==> src/rtl/player_life_manager_if.sv <==
// Bundles the frame/game inputs and the life-status outputs of player_life_manager.
// The testbench or the game core drives through master; the life manager sits on slave.
interface player_life_manager_if #(
    parameter int LIVES_W = 3
);
    logic               frame_clk;
    logic [1:0]         gameState;
    logic               hit;
    logic               fell;
    logic               playerDead;
    logic [LIVES_W-1:0] lives;
    logic               dying;
    logic               invincible;
    logic               blink;
    logic               respawn;

    modport master (
        output frame_clk, gameState, hit, fell,
        input  playerDead, lives, dying, invincible, blink, respawn
    );

    modport slave (
        input  frame_clk, gameState, hit, fell,
        output playerDead, lives, dying, invincible, blink, respawn
    );
endinterface

==> src/rtl/player_life_manager.sv <==
// Player life tracking: lives count, frame-timed death animation and post-spawn
// invincibility, with the playerDead level handed to the game-state controller.
module player_life_manager #(
    parameter int START_LIVES   = 3,
    parameter int LIVES_W       = 3,
    parameter int DEATH_FRAMES  = 60,
    parameter int INVULN_FRAMES = 120,
    parameter int CNT_W         = 8
) (
    input  logic Clk,
    input  logic Reset,
    player_life_manager_if.slave bus
);

    typedef enum logic [2:0] {
        S_IDLE   = 3'd0,
        S_INVULN = 3'd1,
        S_ALIVE  = 3'd2,
        S_DYING  = 3'd3,
        S_DEAD   = 3'd4
    } state_t;

    state_t             state_q, state_d;
    logic [LIVES_W-1:0] lives_q, lives_d;
    logic [CNT_W-1:0]   cnt_q, cnt_d;
    logic               frame_prev_q;
    logic               respawn_q, respawn_d;

    logic frame_tick;
    logic in_play;
    logic cnt_last;
    logic death_ev;

    // vsync is a level; a frame starts on its rising edge as seen in Clk.
    assign frame_tick = bus.frame_clk & ~frame_prev_q;
    assign in_play    = (bus.gameState == 2'b01);
    assign cnt_last   = (cnt_q == CNT_W'(1));

    always_ff @(posedge Clk) begin
        if (Reset) begin
            state_q      <= S_IDLE;
            lives_q      <= LIVES_W'(START_LIVES);
            cnt_q        <= '0;
            frame_prev_q <= 1'b0;
            respawn_q    <= 1'b0;
        end else begin
            state_q      <= state_d;
            lives_q      <= lives_d;
            cnt_q        <= cnt_d;
            frame_prev_q <= bus.frame_clk;
            respawn_q    <= respawn_d;
        end
    end

    // Leaving Play outranks every other transition, including a pending death.
    always_comb begin
        state_d  = state_q;
        death_ev = 1'b0;
        if (state_q != S_IDLE && !in_play) begin
            state_d = S_IDLE;
        end else begin
            case (state_q)
                S_IDLE: begin
                    if (in_play) state_d = S_INVULN;
                end
                S_INVULN: begin
                    if (bus.fell) begin
                        state_d  = S_DYING;
                        death_ev = 1'b1;
                    end else if (frame_tick && cnt_last) begin
                        state_d = S_ALIVE;
                    end
                end
                S_ALIVE: begin
                    if (bus.hit || bus.fell) begin
                        state_d  = S_DYING;
                        death_ev = 1'b1;
                    end
                end
                S_DYING: begin
                    if (frame_tick && cnt_last)
                        state_d = (lives_q == '0) ? S_DEAD : S_INVULN;
                end
                S_DEAD: begin
                    state_d = S_DEAD;
                end
                default: begin
                    state_d = S_IDLE;
                end
            endcase
        end
    end

    // Lives and the shared frame counter follow the chosen transition.
    always_comb begin
        lives_d   = lives_q;
        cnt_d     = cnt_q;
        respawn_d = (state_d == S_INVULN) && (state_q != S_INVULN);

        // Reloading on the way into IDLE makes the fresh count visible immediately.
        if (state_q == S_IDLE || state_d == S_IDLE)
            lives_d = LIVES_W'(START_LIVES);
        else if (death_ev)
            lives_d = (lives_q == '0) ? '0 : lives_q - LIVES_W'(1);

        if (state_d == S_IDLE)
            cnt_d = '0;
        else if (death_ev)
            cnt_d = CNT_W'(DEATH_FRAMES);
        else if (respawn_d)
            cnt_d = CNT_W'(INVULN_FRAMES);
        else if (frame_tick && (state_q == S_INVULN || state_q == S_DYING))
            cnt_d = cnt_q - CNT_W'(1);
    end

    always_comb begin
        bus.playerDead = (state_q == S_DEAD);
        bus.dying      = (state_q == S_DYING);
        bus.invincible = (state_q == S_INVULN);
        bus.blink      = (state_q == S_INVULN) && cnt_q[2];
        bus.lives      = lives_q;
        bus.respawn    = respawn_q;
    end

endmodule

==> src/flat_wrapper.sv <==
// flat-port wrapper written by rule: the top's interface ports become plain ports
module player_life_manager_flat 
#(
    parameter int START_LIVES   = 3,
    parameter int LIVES_W       = 3,
    parameter int DEATH_FRAMES  = 60,
    parameter int INVULN_FRAMES = 120,
    parameter int CNT_W         = 8
)
  (Clk, Reset, bus_frame_clk, bus_gameState, bus_hit, bus_fell, bus_playerDead, bus_lives, bus_dying, bus_invincible, bus_blink, bus_respawn);
  player_life_manager_if #(.LIVES_W(LIVES_W)) bus_i ();
  input  logic Clk;
  input  logic Reset;
  input wire logic [$bits(bus_i.frame_clk)-1:0] bus_frame_clk;
  input wire logic [$bits(bus_i.gameState)-1:0] bus_gameState;
  input wire logic [$bits(bus_i.hit)-1:0] bus_hit;
  input wire logic [$bits(bus_i.fell)-1:0] bus_fell;
  output wire logic [$bits(bus_i.playerDead)-1:0] bus_playerDead;
  output wire logic [$bits(bus_i.lives)-1:0] bus_lives;
  output wire logic [$bits(bus_i.dying)-1:0] bus_dying;
  output wire logic [$bits(bus_i.invincible)-1:0] bus_invincible;
  output wire logic [$bits(bus_i.blink)-1:0] bus_blink;
  output wire logic [$bits(bus_i.respawn)-1:0] bus_respawn;
  assign bus_i.frame_clk = bus_frame_clk;
  assign bus_i.gameState = bus_gameState;
  assign bus_i.hit = bus_hit;
  assign bus_i.fell = bus_fell;
  assign bus_playerDead = bus_i.playerDead;
  assign bus_lives = bus_i.lives;
  assign bus_dying = bus_i.dying;
  assign bus_invincible = bus_i.invincible;
  assign bus_blink = bus_i.blink;
  assign bus_respawn = bus_i.respawn;
  player_life_manager #(.START_LIVES(START_LIVES), .LIVES_W(LIVES_W), .DEATH_FRAMES(DEATH_FRAMES), .INVULN_FRAMES(INVULN_FRAMES), .CNT_W(CNT_W)) u_core (.Clk(Clk), .Reset(Reset), .bus(bus_i));
endmodule
==> config.mk <==
export PLATFORM = sky130hd
export DESIGN_NAME = player_life_manager_flat
export DESIGN_NICKNAME = d
export VERILOG_FILES = /design/src/rtl/player_life_manager_if.sv /design/src/rtl/player_life_manager.sv /design/src/flat_wrapper.sv
export SDC_FILE = /design/constraint.sdc
export NUM_CORES = 1
export LEC_CHECK = 0
export ABC_AREA = 1
export BUFFER_PORTS_ARGS = -buffer_cell sky130_fd_sc_hd__buf_2
export CAP_MARGIN = 20
export CORE_AREA = 2 2 46 48
export CTS_CLUSTER_DIAMETER = 100
export CTS_CLUSTER_SIZE = 30
export DETAILED_ROUTE_END_ITERATION = 6
export DIE_AREA = 0 0 48 50
export PLACE_DENSITY = 0.75
export SYNTH_ARGS = -nofsm -noshare
export SYNTH_HDL_FRONTEND = slang
export SYNTH_SLANG_ARGS = --single-unit
==> constraint.sdc <==
create_clock -name Clk -period 1.81 [get_ports Clk]
set_input_delay 0 -clock Clk [delete_from_list [all_inputs] [get_ports Clk]]
set_output_delay 0 -clock Clk [all_outputs]
set_load 0.02 [all_outputs]
# Word-level counts from Yosys, hierarchy flattened
# Cells that the tools add are included.
op_classes:
  addsub: 2
  eq_ne: 8
  mux: 16
  bitwise: 2
  reduce_logical: 19
op_table:
  columns: ["cell", "count"]
  rows:
  - ["$mux 3", 8]
  - ["$pmux 3 s5", 1]
  - ["$mux 7", 2]
  - ["$logic_not 3->1", 3]
  - ["$eq 8x1->1 const B", 1]
  - ["$sub 8x1->8 const B", 1]
  - ["$eq 3x1->1 const B", 2]
  - ["$eq 3x2->1 const B", 2]
  - ["$mux 6", 1]
  - ["$reduce_bool 3->1", 2]
  - ["$logic_and 1x1->1", 5]
  - ["$reduce_or 2->1", 2]
  - ["$reduce_or 4->1", 1]
  - ["$eq 3x3->1 const B", 1]
  - ["$logic_or 1x1->1", 3]
  - ["$mux 1", 3]
  - ["$ne 3x1->1 const B", 1]
  - ["$reduce_or 3->1", 1]
  - ["$sub 3x1->3 const B", 1]
  - ["$eq 2x1->1 const B", 1]
  - ["$pmux 1 s2", 1]
  - ["$reduce_bool 2->1", 1]
  - ["$and 1x1->1", 1]
  - ["$logic_not 1->1", 1]
  - ["$not 1->1", 1]
totals:
  ff_bits: 16
  inputBits: 7

# Longest topological paths before layout
logic_depth:
  depth_word: 11
  mapped_depth: 14

# Worst setup path after synthesis
# No wires, ideal clock.
synth_path:
  kind: "flip-flop to flip-flop"
  start: "reg u_core.state_q[1]"
  end: "reg u_core.cnt_q[1]"
  setup_ns: 0.117
  arrival_time_ns: 1.418
  t_required_ns: 1.693
  slack_ns: 0.275
  stages_incl_launch_ff: 10
  n_path_buf: 0
  period_less_slack_ns: 1.535
  path_cell_list: "dfxtp_1 nand2_1 nor2_1 nand2_1 nand3_2 nand4_4 nand2_2 inv_1 nand2_2 nor2_1"
synth_lines:
  columns: ["item", "line", "text"]
  rows:
  - ["from (decl)", "player_life_manager.sv:23", "state_t state_q, state_d;"]
  - ["from (signal assigned)", "player_life_manager.sv:47", "state_q <= state_d;"]
  - ["$eq 3x2->1 *", null, null]
  - ["net bus_dying", "flat_wrapper.sv:20", "output wire logic [$bits(bus_i.dying)-1:0] bus_dying;"]
  - ["$pmux 3 s5", "player_life_manager.sv:62", "case (state_q)"]
  - ["$mux 3", "player_life_manager.sv:59", "if (state_q != S_IDLE && !in_play) begin"]
  - ["$eq 3x1->1", "player_life_manager.sv:98", "respawn_d = (state_d == S_INVULN) && (state_q != S_INVULN);"]
  - ["$logic_and 1x1->1", "player_life_manager.sv:98", null]
  - ["$reduce_or 4->1 (no source line)", null, null]
  - ["to (signal assigned)", "player_life_manager.sv:49", "cnt_q <= cnt_d;"]
  - ["to (decl)", "player_life_manager.sv:25", "logic [CNT_W-1:0] cnt_q, cnt_d;"]
# Mark *: on every way through the listed nets, which the timed path passes. The rest lies on a longest branch.
# A chain may end at the register's enable or synchronous reset.

# Final worst setup path
layout_path:
  start: "reg u_core.cnt_q[3]"
  end: "reg u_core.cnt_q[4]"
layout_via:
  elab_chain_cells: 10
layout_lines:
  columns: ["item", "line", "text"]
  rows:
  - ["$eq 8x1->1", "player_life_manager.sv:37", "assign cnt_last = (cnt_q == CNT_W'(1));"]
  - ["$logic_and 1x1->1", "player_life_manager.sv:70, player_life_manager.sv:81", null]
  - ["$mux 3", "player_life_manager.sv:70", "end else if (frame_tick && cnt_last) begin"]
  - ["$mux 3", "player_life_manager.sv:67", "if (bus.fell) begin"]
  - ["$pmux 3 s5", "player_life_manager.sv:62", null]
  - ["$mux 3", "player_life_manager.sv:59", null]
  - ["$eq 3x1->1", "player_life_manager.sv:98", null]
  - ["$logic_and 1x1->1", "player_life_manager.sv:98", null]
  - ["$mux 7", "player_life_manager.sv:110", "else if (respawn_d)"]
  - ["$mux 6", "player_life_manager.sv:108", "else if (death_ev)"]
# Parallel ways exist; a longest one is shown, timed or not. The select of a mux whose other input is x is not followed.

==> metrics.cfg <==
[pwr]
power-per-cell-area_nw_per_um2 = 1127
p_leak_nw = 0.5798
max-vdd-ir-drop_v = 0.0006795
combPwrFrac = 0.480
p_switching_mw = 0.5969
sw_frac_of_total = 0.4417
power.internal_mw = 0.7544
p_total_mw = 1.351
power.share.clock = 0.177
seq_power_share = 0.343

[die]
floorplan.initialDensity = 0.5250
die_ht_um = 50
coreArea_um2 = 1902
design.die.area_um2 = 2400
placementRows = 16
fp.dieW_um = 48
boundaryPins = 15

[run]
maxCapViolCount = 0

[global_route]
grt_first_pass_wirelength_mm = 3.567
gr-max-usage-layer = met2
grt_use_total = 0.1955
number_of_global_route_vias_before_repair = 849
globalRouteMet2Util = 0.3267
grt_overflow_total = 0
antenna_found_initial = 0
global_route.usage.met1 = 0.2617
grt_max_degree = 10
grtUsageMet3 = 0.02198

[drt]
number_of_iterations_in_the_first_detailed_routing_pass = 4
finalWirelength_mm = 2.099
detail_route.vias_per_cell = 5.031
drt-initial-drc-count = 15
postRouteAntennaNets = 0
residual_drc = 0
dr_total_vias = 981
wire_per_inst_um = 10.76

[timing]
grt_setup_unrepaired = false
maximum_frequency_from_static_timing_analysis_mhz = 595.7
headroom_to_the_max_slew_limit = 0.7968
tightest_slew_ns = 0.3025
final-max-slew-violation-count = 0
final_period_minus_worst_setup_slack_ns = 1.679
finalCritPeriodShare = 0.9275
hold_violation_count_in_the_final_report = 0
worst_clock_skew_ns = 0.01238
setup-tns-final_ns = 0
finalSetupViolCount = 0

[finish]
final_layout_size_suffix_gt1_frac = 0.3095
area_overhead_of_the_layout_relative_to_synthesis_pct = 20.05
n_fill_cell = 179
num_antenna_cells = 0
final_core_util = 0.6303
fin_nets = 178

[logic_synthesis]
avgSynthCellArea_um2 = 6.839
synth_nets = 155
synth_top_flop_cell = sky130_fd_sc_hd__dfxtp_1
synthDominantCellAreaShare = 0.3208
synth.cell_area_um2 = 998.5
synthCells = 146
synthDistinctLibCells = 25
synth-async-reset-ratio = 0
synth_enable_flop_cells = 0
synth_seq_area_share = 0.3208
ys.warnings.count = 0
synthDominantAreaCellType = sky130_fd_sc_hd__dfxtp_1
ys_top_cells_by_area = sky130_fd_sc_hd__dfxtp_1 (32%), sky130_fd_sc_hd__nor2_1 (11%), sky130_fd_sc_hd__nand2_1 (9.8%)
ys_ff_latch = 16

[clock_network]
htree_num_levels = 1
cts-root-buf = sky130_fd_sc_hd__clkbuf_4
clockBufferDepth = 2
clkSlewWorstSetupHoldPaths_ns = 0.10
clk_latency_worst_skew_pair_ns = 0.29
cts_tree = built
numCtsBuffers = 3
clock_sink_count = 16

[place]
portBuffers = 14
gpl.final_weighted_congestion = 0.8586
dp_hpwl_mm = 1.645

[setup_path]
critical_path.endpoint_type = register
arrival_ns = 1.89
path_max_fanout = 6
criticalPathCategory = reg2reg
cp-start-kind = register
critPathRequiredTime_ns = 2.02

[min_path]
timing.hold.worst.class = in2reg

[run_status]
outcome = completed

==> path summary, 6_finish.rpt <==
kind                         end  depth (start not counted)                start  slack (ns)
min            u_core.state_q[1]                          7             bus_fell        0.20
max reg2reg      u_core.cnt_q[4]                         11      u_core.cnt_q[3]        0.13
min reg2reg  u_core.bus.lives[2]                          2  u_core.bus.lives[2]        0.52
max              u_core.cnt_q[4]                         11      u_core.cnt_q[3]        0.13
==> sequential cells by signal (all words and copies together), names as in the netlist <==
register and count:
u_core.bus.lives 3, u_core.bus.respawn 1, u_core.cnt_q 8, u_core.frame_prev_q 1, u_core.state_q 3
==> area by class of cell <==
cell class,instances,area (um2),area share
Clock buffer,4,36.28,0.03027
Inverter,23,86.33,0.07203
Multi-Input combinational cell,107,611.8,0.5104
Sequential cell,16,322.8,0.2693
Tap cell,27,33.78,0.02818
Timing Repair Buffer,18,107.6,0.08977
==> through the flow <==
| stage | worst slack [ns] | hold slack [ns] | area (um2) | cells |
|---|---|---|---|---|
| finish | 0.1312 | 0.1998 | 1199 | 195 |
| global route | 0.003035 | 0.2395 | 1199 | 195 |
| CTS | 0.08734 | 0.2030 | 1169 | 194 |
| detailed placement | 0.1123 | 0.2239 | 1102 | 187 |
| global placement | 0.1668 | 0.2239 | 1102 | 187 |
| floorplan | 0.2750 | 0.07118 | 998.5 | 146 |
==> critical path: stages (launching register included) <==
cell	delay (ns)
sky130_fd_sc_hd__dfxtp_2	0.36
sky130_fd_sc_hd__nor2_2	0.16
sky130_fd_sc_hd__nand2_2	0.10
sky130_fd_sc_hd__nor2_4	0.15
sky130_fd_sc_hd__nand2_2	0.06
sky130_fd_sc_hd__nand2_1	0.06
sky130_fd_sc_hd__nand2_1	0.05
sky130_fd_sc_hd__nand2_2	0.07
sky130_fd_sc_hd__nand2_2	0.08
sky130_fd_sc_hd__a31oi_4	0.29
sky130_fd_sc_hd__inv_2	0.10
sky130_fd_sc_hd__a21oi_1	0.13
==> cells in the mapped netlist, types with 2 or more instances <==
| cell | count |
|---|---|
| sky130_fd_sc_hd__nor2_1 | 29 |
| sky130_fd_sc_hd__ha_1 | 2 |
| sky130_fd_sc_hd__dfxtp_1 | 16 |
| sky130_fd_sc_hd__nand3_1 | 8 |
| sky130_fd_sc_hd__nor3_1 | 2 |
| sky130_fd_sc_hd__nand2_1 | 26 |
| sky130_fd_sc_hd__nand3_2 | 2 |
| sky130_fd_sc_hd__inv_2 | 5 |
| sky130_fd_sc_hd__o21ai_0 | 5 |
| sky130_fd_sc_hd__nand2_2 | 6 |
| sky130_fd_sc_hd__nand4_1 | 2 |
| sky130_fd_sc_hd__a21oi_1 | 7 |
| sky130_fd_sc_hd__nor2_4 | 3 |
| sky130_fd_sc_hd__nor2_2 | 2 |
| sky130_fd_sc_hd__xor2_1 | 4 |
| sky130_fd_sc_hd__inv_1 | 18 |
==> per-layer routing <==
| metal | wire length (um) | share of wire |
|---|---|---|
| met5 | 0 | 0 |
| met4 | 34 | 0.016 |
| met3 | 91 | 0.043 |
| met2 | 1037 | 0.49 |
| met1 | 937 | 0.45 |
==> layout by cell type (no fill, tap or decap), drive strengths merged <==
master and instances:
buf 15, o21ai 6, ha 2, a31oi 1, clkbuf 4, nor4 1
inv 23, or2 2, xor2 4, nor2 34, a21oi 7, nand3 10
nand4 3, dlygate4sd3 3, nand2 33, a21boi 1, and3 1, nor3 2
dfxtp 16
==> cell families after synthesis <==
logic type / count (synthesis) / synth area share
AO/OA/AOI/OAI: 15 / 0.09397
buffers and inverters: 23 / 0.08646
AND/OR/NAND/NOR: 86 / 0.4386
adder cells (fa/ha/maj): 2 / 0.02506
flip-flops: 16 / 0.3208
XOR/XNOR: 4 / 0.03508
==> repair_timing <==
item	CTS	global route
hold buffers	3	0
endpoints found under the setup margin	0	9
gates resized for setup	0	9
endpoints found under the hold margin	5	0
setup buffers	0	1
==> power groups by stage <==
stage	clock (mW)	combinational, mW	sequential, mW
2_1_floorplan	0	0.491	0.461
4_1_cts	0.239	0.611	0.458
6_report	0.239	0.648	0.464
5_1_grt	0.257	0.716	0.471
3_5_place_dp	0	0.600	0.466
3_3_place_gp	0	0.592	0.466
No activity file was read; power rests on OpenSTA's default activity.
